`src/rtl/fifo_ctrl_block.sv`:
```
// fifo_ctrl_block
// Single-clock pointer and flag controller for a first-word-fall-through
// FIFO memory. Owns the write/read pointers, gates memory writes against
// full, pops against empty, and reports level, threshold flags and sticky
// overflow/underflow errors.

module fifo_ctrl_block #(
    parameter int unsigned addr_size          = 4,
    parameter int unsigned almost_full_level  = 12,
    parameter int unsigned almost_empty_level = 2
) (
    input  logic                 clock_i,
    input  logic                 reset_i,
    input  logic                 clear_i,
    input  logic                 write_en_i,
    input  logic                 read_en_i,
    output logic                 mem_write_en_o,
    output logic [addr_size-1:0] write_addr_o,
    output logic [addr_size-1:0] read_addr_o,
    output logic                 full_o,
    output logic                 empty_o,
    output logic                 almost_full_o,
    output logic                 almost_empty_o,
    output logic [addr_size:0]   level_o,
    output logic                 overflow_o,
    output logic                 underflow_o
);

    // Thresholds narrowed once to the level width so the compares below
    // are width-matched; legal values (<= depth) always fit.
    localparam logic [addr_size:0] AF_LEVEL = almost_full_level[addr_size:0];
    localparam logic [addr_size:0] AE_LEVEL = almost_empty_level[addr_size:0];

    // Pointers carry one extra wrap bit above the address bits.
    logic [addr_size:0] r_wptr;
    logic [addr_size:0] r_rptr;
    logic               r_overflow;
    logic               r_underflow;

    logic               w_full;
    logic               w_empty;
    logic [addr_size:0] w_level;
    logic               w_push;
    logic               w_pop;
    logic               w_push_reject;
    logic               w_pop_reject;

    // Flags and level derived combinationally from the registered pointers.
    always_comb begin
        w_empty = (r_wptr == r_rptr);
        w_full  = (r_wptr[addr_size] != r_rptr[addr_size]) &&
                  (r_wptr[addr_size-1:0] == r_rptr[addr_size-1:0]);
        w_level = r_wptr - r_rptr;
    end

    // Request qualification; clear discards requests without flagging errors.
    always_comb begin
        w_push        = write_en_i & ~w_full;
        w_pop         = read_en_i & ~w_empty;
        w_push_reject = write_en_i & w_full & ~clear_i;
        w_pop_reject  = read_en_i & w_empty & ~clear_i;
    end

    // Pointer registers: reset over clear over push/pop.
    always_ff @(posedge clock_i) begin
        if (reset_i || clear_i) begin
            r_wptr <= '0;
            r_rptr <= '0;
        end else begin
            if (w_push) begin
                r_wptr <= r_wptr + 1'b1;
            end
            if (w_pop) begin
                r_rptr <= r_rptr + 1'b1;
            end
        end
    end

    // Sticky error flags, held until reset or clear.
    always_ff @(posedge clock_i) begin
        if (reset_i || clear_i) begin
            r_overflow  <= 1'b0;
            r_underflow <= 1'b0;
        end else begin
            if (w_push_reject) begin
                r_overflow <= 1'b1;
            end
            if (w_pop_reject) begin
                r_underflow <= 1'b1;
            end
        end
    end

    // Output drive; memory write is gated by the same full used for push.
    always_comb begin
        mem_write_en_o = write_en_i & ~w_full & ~clear_i;
        write_addr_o   = r_wptr[addr_size-1:0];
        read_addr_o    = r_rptr[addr_size-1:0];
        full_o         = w_full;
        empty_o        = w_empty;
        level_o        = w_level;
        almost_full_o  = (w_level >= AF_LEVEL);
        almost_empty_o = (w_level <= AE_LEVEL);
        overflow_o     = r_overflow;
        underflow_o    = r_underflow;
    end

endmodule

```
`config.mk`:
```
export PLATFORM = sky130hd
export DESIGN_NAME = fifo_ctrl_block
export DESIGN_NICKNAME = d
export VERILOG_FILES = /design/src/rtl/fifo_ctrl_block.sv
export SDC_FILE = /design/constraint.sdc
export NUM_CORES = 1
export LEC_CHECK = 0
export CAP_MARGIN = 20
export CORE_MARGIN = 2
export CORE_UTILIZATION = 45
export CTS_CLUSTER_DIAMETER = 80
export CTS_CLUSTER_SIZE = 30
export DETAILED_ROUTE_END_ITERATION = 12
export GPL_ROUTABILITY_DRIVEN = 1
export HOLD_SLACK_MARGIN = 0.08
export PLACE_DENSITY = 0.83
export SETUP_SLACK_MARGIN = 0.4
export SLEW_MARGIN = 20
export SYNTH_ARGS = -nofsm -noshare
export SYNTH_HDL_FRONTEND = slang
export SYNTH_SLANG_ARGS = --single-unit
```
`constraint.sdc`:
```
create_clock -name clock_i -period 3.6 [get_ports clock_i]
set_input_delay 0.54 -clock clock_i [delete_from_list [all_inputs] [get_ports clock_i]]
set_output_delay 0.54 -clock clock_i [all_outputs]
set_load 0.02 [all_outputs]
```
==> results of run 1 <==
-- critical path, stage by stage (launching register included) --
cell and delay (ns):
dfxtp_1 0.38, inv_1 0.08, ha_1 0.23, fa_1 0.39, or2b_1 0.23, a21oi_1 0.15
xnor2_1 0.14, a2111oi_2 0.30, clkdlybuf4s15_1 0.35
-- logic make-up (layout without fill, tap and decap cells) --
logic type	Yosys count	in the layout	share of synthesized area (%)
xor+xnor	11	11	13.3
flops	12	12	30.9
simple gates	26	26	15.6
compound gates	16	16	13.8
mux	2	2	2.57
fa+ha+maj	7	7	12.2
buf+inv	16	35	11.6
-- cell type report --
class | count | share of cell area, %
sequential | 12 | 23.7
multi-input combinational | 62 | 44.2
clock buffer | 4 | 3.58
tap | 17 | 2.10
timing repair buffer | 24 | 23.8
inverter | 7 | 2.59
-- cell usage after synthesis --
cell type	number
nor2b_1	1
mux2i_1	2
ha_1	6
or2b_1	1
dfxtp_1	12
a21oi_1	5
and3_1	3
a2111oi_2	1
a21o_2	1
buf_4	8
clkbuf_1	1
xor2_1	4
nor2_1	15
a221oi_1	1
o21ai_0	4
inv_1	7
fa_1	1
xnor2_1	6
or3_1	2
nand4_1	1
xor2_2	1
nand2_1	2
o211ai_1	4
or2_2	1
-- routing by layer --
metal | vias to the layer above | global-route usage (%)
met1 | 299 | 20.0
met2 | 19 | 28.7
met4 | 0 | 10.6
met3 | 7 | 2.38
met5 | - | 0
li1 | 332 | -
-- worst paths after layout --
check | endpoint | cells after the start
worst max-delay path | almost_empty_o | 8
worst min-delay path | underflow_o | 2
worst max register to register | r_rptr[1] | 6
worst min register to register | underflow_o | 2
-- sequential cells by signal, indices dropped and copies added (netlist names) --
name and flops:
r_rptr 5, r_wptr 5, overflow_o 1, underflow_o 1
-- power groups by stage --
| stage | clock network, uW | logic, uW | registers [uW] |
|---|---|---|---|
| 2_1_floorplan | 0 | 27.6 | 140 |
| 3_3_place_gp | 0 | 48.3 | 139 |
| 3_5_place_dp | 0 | 49.3 | 139 |
| 4_1_cts | 111 | 48.5 | 136 |
| 5_1_grt | 118 | 52.3 | 136 |
| 6_report | 110 | 48.7 | 136 |
-- repair_timing --
item	CTS	global route
setup endpoints to repair	2	3
resized for setup	2	3
hold buffers	0	0
setup buffers	0	0
-- metrics by stage --
step | utilization (%) | setup WS, ns | instances | area (sq um)
after floorplan | - | 0.864 | 90 | 778
after global placement | 58.4 | 0.603 | 122 | 976
after detailed placement | 58.4 | 0.515 | 122 | 976
after CTS | 60.4 | 0.431 | 126 | 1010
after global routing | 60.7 | 0.396 | 126 | 1010
final | 60.7 | 0.513 | 126 | 1010
==> flow_summary_export.csv, run 1 <==
group,metric,value,unit
timing,fmax,324,MHz
worst_setup_path,cp_max_fo,4,
worst_setup_path,path_class,"reg2out",
clock_network,clkLatencyLatePin,0.28,ns
pwr,p_switching,76.7,uW
pwr,p_leak,0.000438,uW
yosys,synth.net_count,102,
final_layout,final_common_cell,"clkdlybuf4s50_1",
global_routing,grt_usage,17.0,%
place,portBuffers,24,
final_layout,finalNetCount,122,
die,initial_core_util,46.6,%
final_layout,diodes,0,
pwr,power_density,291,nW/um^2
pwr,p_int,218,uW
pwr,combPwrFrac,16.5,%
job,max_cap_viol_count,0,
yosys,synthCells,90,
clock_network,cts_tree,"yes",
clock_network,cts_buffers,3,
die,die_h,45.6,microns
clock_network,cts.clk_slew.worst_paths,0.08,ns
timing,setup_total_negative_slack,0,ns
timing,worst_pin_slew,0.370,ns
place,gp_congestion,0.772,
yosys,synth.cell_area,778,sq um
worst_setup_path,r2r_setup_slack,1.64,ns
timing,max_slew_margin,75.1,%
detailed_routing,dr.pass1.iters,4,
pwr,power.total,295,uW
global_routing,grt_max_degree,13,
worst_setup_path,required,3.06,ns
yosys,synth_top_area_share,30.9,%
min_path,hp-start,"underflow_o",
timing,post-route-period-util,85.7,%
final_layout,syn2layout_area_growth,30.2,%
global_routing,antenna_found_initial,0,
detailed_routing,wl_met3,56,microns
detailed_routing,vias,657,
global_routing,overflow,0,
detailed_routing,wl_per_cell,12.6,microns
clock_network,cts_root_buffer,"clkbuf_4",
pwr,power.share.clock,37.4,%
final_layout,fill_cells,136,
global_routing,grt_pass1_wl,2500,microns
timing,hold_slack,0.472,ns
timing,hold_viol,0,
worst_setup_path,worst_ep_arrival_time,2.55,ns
global_routing,grt_pass1_vias,575,
timing,skew,0.00740,ns
yosys,yosysTopAreaCell,"dfxtp_1",
detailed_routing,drt_iter0_markers,4,
die,io_pins,25,
pwr,pwr-share-seq,46.1,%
final_layout,drive_gt1_share,7.34,%
yosys,ys_ff_latch,12,
timing,rsz0062_at_grt,"false",
yosys,yosysSeqAreaShare,30.9,%
detailed_routing,viasPerCell,5.21,
worst_setup_path,worstReg2RegStart,"r_rptr[2]",
worst_setup_path,endpoint_kind,"primary output",
detailed_routing,routed_wl,1580,microns
detailed_routing,wl_met1,699,microns
detailed_routing,drc_errors,0,
pwr,ir_worst_vdd,0.162,mV
detailed_routing,met2_length,780,microns
worst_setup_path,critPathLaunch,"r_wptr[0]",
die,rows,15,
clock_network,clockBufferDepth,2,
timing,post-route-min-period,3.09,ns
worst_setup_path,start_kind,"flop",
min_path,worstHoldPathType,"reg2reg",
place,dp_hpwl,1230,microns
die,design.die.area,2080,sq um
detailed_routing,antenna_left,0,
detailed_routing,highest_layer,"met4",
yosys,postSynthAreaPerCell,8.65,sq um
die,die_width,45.6,microns
yosys,ys_top_cells_by_area,"dfxtp_1, ha_1, buf_4",
clock_network,clock_sinks,12,
final_layout,multiInputGateArea,448,sq um
timing,slew_violations,0,
pwr,switching_share,26.0,%
final_layout,layout_common_cells,"clkdlybuf4s50_1, nor2_1, dfxtp_1, inv_1",
yosys,ys_warn_count,0,
final_layout,final-seq-area,240,sq um
timing,setup_violations,0,
clock_network,cts_htree_levels,1,
yosys,yosysUniqueCellTypes,24,
outcome,status,"complete, no violations",
die,core_area,1670,sq um
No activity file was read; power rests on OpenSTA's default activity.
==> run 2: changes to the inputs <==
ABC_AREA = 1   (was not set)
PLACE_DENSITY = 0.8   (was 0.83)
==> run 2 against run 1 <==
Compared with the run above:
- utilization is 0.13 points lower
- synthesized cell count up 47%
- power up 1.3%
- non-clock buffer count stayed put
- clock skew down 0.0062 ns
- routed wire length grew 23%
- maximum frequency is 1.7% higher
- critical path type unchanged
- largest power group unchanged
==> flow_summary_export.csv, run 2 <==
group,metric,value,unit
outcome,status,"complete, no violations",
clock_network,cts.clk_slew.worst_paths,0.08,ns
worst_setup_path,crit_path_max_incr_delay,0.60,ns
timing,setup_total_negative_slack,0,ns
yosys,ys_async_sr_fraction,0,%
yosys,ys.flop_type,"dfxtp_1",
worst_setup_path,cp_top_family,"buffers and inverters",
worst_setup_path,crit_buf_inv,2,
global_routing,antenna_found_initial,0,
timing,setup_violations,0,
min_path,worstHoldPathType,"reg2reg",
job,max_cap_viol_count,0,
clock_network,clkLatencyLatePin,0.28,ns
worst_setup_path,cp_max_fo,6,
worst_setup_path,worst_ep_arrival_time,2.49,ns
global_routing,grt_max_degree,12,
yosys,synth_edf_count,0,
clock_network,post-cts-setup-buffers,0,
final_layout,diodes,0,
timing,worst_pin_slew,0.501,ns
global_routing,grt_usage,17.4,%
detailed_routing,drt_iter0_markers,19,
die,io_pins,25,
timing,setup_slack,0.565,ns
final_layout,final_area,1200,sq um
final_layout,layout_common_cells,"nand2_1, clkdlybuf4s50_1, nand3_1, inv_1, dfxtp_1",
final_layout,final_common_cell,"nand2_1",
yosys,yosysTopAreaCell,"dfxtp_1",
final_layout,reg_top3,"r_rptr x5, r_wptr x5",
yosys,yosysUniqueCellTypes,22,
clock_network,cts_htree_levels,1,
pwr,power_density,249,nW/um^2
global_routing,overflow,0,
worst_setup_path,start_kind,"flop",
clock_network,holdBufCountCts,0,
detailed_routing,drc_errors,0,
yosys,synthCells,132,
clock_network,ctsResizeCount,0,
yosys,ys_top_cells_by_area,"dfxtp_1, nand2_1, nand3_1",
yosys,synth_top_area_share,25.0,%
yosys,postSynthAreaPerCell,7.27,sq um
place,dp_slack,0.812,ns
die,die_h,50.2,microns
yosys,ys_warn_count,0,
clock_network,cts_tree,"yes",
worst_setup_path,required,3.06,ns
timing,post-route-period-util,84.3,%
pwr,ir_worst_vdd,0.165,mV
detailed_routing,routed_wl,1940,microns
yosys,ys_ff_latch,12,
die,rows,16,
worst_setup_path,cpMostUsedCell,"nand3_1",
detailed_routing,antenna_left,0,
die,initial_core_util,48.4,%
yosys,synth.net_count,144,
clock_network,cts_buffers,3,
place,dp_hpwl,1510,microns
die,die_width,50.2,microns
timing,slew_violations,0,
detailed_routing,viasPerCell,4.97,
worst_setup_path,endpoint_kind,"primary output",
detailed_routing,wl_per_cell,11.0,microns
final_layout,drive_gt1_share,17.4,%
timing,hold_slack,0.458,ns
timing,hold_viol,0,
yosys,yosysSeqAreaShare,25.0,%
yosys,synth_common_cells,"nand2_1, nand3_1, inv_1, dfxtp_1",
timing,skew,0.00119,ns
worst_setup_path,path_class,"reg2out",
final_layout,finalNetCount,162,
place,placedInstanceArea,1160,sq um
detailed_routing,vias,875,
yosys,synth.cell_area,960,sq um
place,portBuffers,24,
timing,rsz0062_at_grt,"false",
yosys,synth.most_common_cell,"nand2_1",
clock_network,clockBufferDepth,2,
pwr,p_leak,0.000495,uW
final_layout,syn2layout_area_growth,25.0,%
place,gp_congestion,0.825,
global_routing,grt_pass1_vias,790,
die,core_area,1980,sq um
timing,fmax,330,MHz
timing,post-route-min-period,3.03,ns
detailed_routing,dr.pass1.iters,4,
clock_network,clock_sinks,12,
timing,max_slew_margin,66.6,%
worst_setup_path,crit_chain,"inv_1, ha_1, fa_1, nand3b_1, nand3_1, nand3_1, nor2_1, clkdlybuf4s50_1",
worst_setup_path,crit_path_top_delay_cell,"clkdlybuf4s50_1",
global_routing,grt_pass1_wl,3400,microns
clock_network,cts_root_buffer,"clkbuf_4",
die,design.die.area,2520,sq um
-- run 2: worst paths after layout --
| check | from | endpoint | slack [ns] | cells past startpoint |
|---|---|---|---|---|
| max | r_wptr[0] | almost_empty_o | 0.57 | 8 |
| min | underflow_o | underflow_o | 0.46 | 2 |
| max reg2reg | r_rptr[2] | r_wptr[3] | 1.92 | 8 |
| min reg2reg | underflow_o | underflow_o | 0.46 | 2 |
-- run 2: final cells by class --
type                       count  area (sq um)
sequential                    12           241
timing repair buffer          24           240
inverter                      15          56.3
tap                           27          33.8
multi-input combinational     94           592
fill                         178           782
clock buffer                   4          36.3
-- run 2: cell families after synthesis --
group	after synthesis	synth area share (%)
AOI/OAI and AO/OA	14	10.4
xor gates and xnor gates	3	2.74
and+or+nand+nor	70	38.6
buffers and inverters	26	13.3
DFF	12	25.0
adders and majority gates	7	9.91
-- run 2: worst min-delay path, cell delays in order (launching register included) --
cell and delay (ns):
dfxtp_1 0.32, inv_1 0.05, a21oi_1 0.05
-- run 2: layer usage --
layer,global-route usage (%),up-vias,wire length (microns)
li1,-,458,-
met1,22.6,392,889
met2,28.7,20,933
met3,2.38,5,83
met4,6.94,0,36
met5,0,-,0
-- run 2: power breakdown --
group          switching (uW)  total (uW)  internal, uW
registers                2.00         136           134
clock network            49.3         111          61.6
logic                    29.7        51.9          22.2
total                    80.9         299           218
-- run 2: through the flow --
step | total power (uW) | std cells | utilization, %
2_1_floorplan | 171 | 132 | -
3_3_place_gp | 190 | 172 | 58.6
3_5_place_dp | 191 | 172 | 58.6
4_1_cts | 300 | 176 | 60.5
5_1_grt | 309 | 176 | 60.5
6_report | 299 | 176 | 60.5
==> run 3: changes to the inputs <==
clock period = 3.1 ns   (was 3.6 ns; I/O delays follow)
==> run 3 against run 2 <==
Compared with the run above:
- design area increased by 0.31%
- combinational power increased by 12%
- clock power up 16%
- critical path depth unchanged
- flip-flop and latch count stayed put
- worst setup slack worse by 0.017 ns
- clock skew is 0.0014 ns higher
- non-clock buffer count is the same
- die area unchanged
- critical endpoint is now level_o[4]
- largest cell class unchanged
- largest power group unchanged
==> flow_summary_export.csv, run 3 (same netlist as run 2, synthesis figures left out) <==
group,metric,value,unit
final_layout,diodes,0,
worst_setup_path,ff2ff_path_depth,8,
clock_network,cts.clk_slew.worst_paths,0.08,ns
global_routing,grt_pass1_wl,3400,microns
final_layout,syn2layout_area_growth,25.4,%
die,rows,16,
clock_network,cts_htree_levels,1,
place,portBuffers,24,
global_routing,grt_usage,17.4,%
worst_setup_path,cpMostUsedCell,"nand2_1",
global_routing,antenna_found_initial,0,
timing,post-route-period-util,82.3,%
worst_setup_path,crit_path_max_incr_delay,0.40,ns
die,core_area,1980,sq um
place,dp_hpwl,1510,microns
final_layout,finalNetCount,162,
outcome,status,"complete, no violations",
worst_setup_path,crit_path_top_delay_cell,"fa_1",
worst_setup_path,path_class,"reg2out",
min_path,min_to,"underflow_o",
clock_network,cts_buffers,3,
worst_setup_path,required,2.63,ns
worst_setup_path,rr_endpoint,"r_wptr[3]",
clock_network,clkLatencyLatePin,0.28,ns
detailed_routing,routed_wl,1950,microns
worst_setup_path,crit_chain,"inv_1, ha_1, fa_1, nand3b_1, nand2_1, nand2_1, nand2_1, clkdlybuf4s15_1",
timing,setup_slack,0.548,ns
die,design.die.area,2520,sq um
timing,worst_pin_slew,0.501,ns
timing,slew_violations,0,
global_routing,grt_max_degree,12,
detailed_routing,drt_iter0_markers,19,
place,gp_congestion,0.825,
timing,post-route-min-period,2.55,ns
detailed_routing,wl_per_cell,11.1,microns
timing,hold_viol,0,
detailed_routing,drc_errors,0,
timing,skew,0.00259,ns
global_routing,grt_pass1_vias,790,
final_layout,drive_gt1_share,21.5,%
clock_network,post-cts-setup-buffers,0,
pwr,power_density,287,nW/um^2
worst_setup_path,worst_ep_arrival_time,2.09,ns
timing,rsz0062_at_grt,"false",
timing,fmax,392,MHz
pwr,ir_worst_vdd,0.190,mV
min_path,hp-start,"underflow_o",
timing,max_slew_margin,66.5,%
final_layout,final_common_cell,"nand2_1",
die,initial_core_util,48.4,%
timing,setup_violations,0,
worst_setup_path,cp_max_fo,6,
detailed_routing,antenna_left,0,
final_layout,reg_top3,"r_rptr x5, r_wptr x5",
worst_setup_path,worstReg2RegStart,"r_rptr[2]",
worst_setup_path,start_kind,"flop",
min_path,whs_path_depth,2,
pwr,p_leak,0.000557,uW
job,max_cap_viol_count,0,
clock_network,clock_sinks,12,
die,die_h,50.2,microns
die,io_pins,25,
worst_setup_path,endpoint_kind,"primary output",
timing,setup_total_negative_slack,0,ns
clock_network,cts_root_buffer,"clkbuf_4",
detailed_routing,dr.pass1.iters,4,
min_path,worstHoldPathType,"reg2reg",
detailed_routing,viasPerCell,4.98,
place,dp_slack,0.387,ns
global_routing,overflow,0,
final_layout,layout_common_cells,"nand2_1, nand3_1, clkdlybuf4s50_1, inv_1, a21oi_2",
detailed_routing,vias,876,
clock_network,clockBufferDepth,2,
die,die_width,50.2,microns
clock_network,cts_tree,"yes",
clock_network,holdBufCountCts,0,
worst_setup_path,r2r_setup_slack,1.52,ns
-- run 3: changes by cell type in the layout (fill, tap and decap cells not counted), sizes merged --
cell / delta
clkdlybuf4s50: -8
dlymetal6s2s: +4
clkbuf: +2
clkdlybuf4s15: +1
dlygate4sd2: +1
-- run 3: worst max-delay path: cells and delay by family, from the launching register on --
kind | cells | cell delay [ns]
DFF | 1 | 0.38
and+or+nand+nor | 4 | 0.43
adders and majority gates | 2 | 0.62
buffers and inverters | 2 | 0.37
-- run 3: worst max path at each step --
stage / depth (start not counted) / end / from
after floorplan: 6 / almost_full_o / r_wptr[0]
after global placement: 8 / almost_empty_o / r_wptr[0]
after detailed placement: 8 / almost_empty_o / r_wptr[0]
after CTS: 8 / mem_write_en_o / r_rptr[3]
after global routing: 8 / level_o[4] / r_wptr[0]
final: 8 / level_o[4] / r_wptr[0]
-- run 3: metal layers --
metal  vias up  global-route usage, %  part of all wire, %
met5         -                      0                    0
met4         0                   6.94                  1.8
met3         5                   2.38                  4.8
met2        20                   28.7                   48
met1       393                   22.6                   46
li1        458                      -                    -
-- run 3: power breakdown --
group | internal, uW | switching (uW) | total, uW | leakage [uW]
clock network | 71.5 | 57.3 | 129 | 0.0000210
logic | 23.7 | 34.3 | 58.0 | 0.000437
registers | 156 | 2.38 | 158 | 0.0000995
total | 251 | 94.0 | 345 | 0.000557
-- run 3: timing repair --
action | in CTS | in global routing
hold endpoints to repair | 0 | 0
endpoints found under the setup margin | 8 | 7
gates resized for setup | 8 | 10
-- run 3: area by class of cell --
class | count | area (sq um)
multi-input combinational | 94 | 592
inverter | 15 | 56.3
fill | 176 | 778
timing repair buffer | 24 | 239
tap | 27 | 33.8
sequential | 12 | 246
clock buffer | 4 | 36.3
-- run 3: per-stage QoR --
step	cells	utilization, %	hold slack, ns	total power [uW]	area, sq um
final	176	60.7	0.458	345	1200
after global routing	176	60.7	0.485	356	1200
after CTS	176	60.5	0.458	348	1200
after detailed placement	172	58.6	0.443	222	1160
after global placement	172	58.6	0.439	221	1160
after floorplan	132	-	0.488	199	960
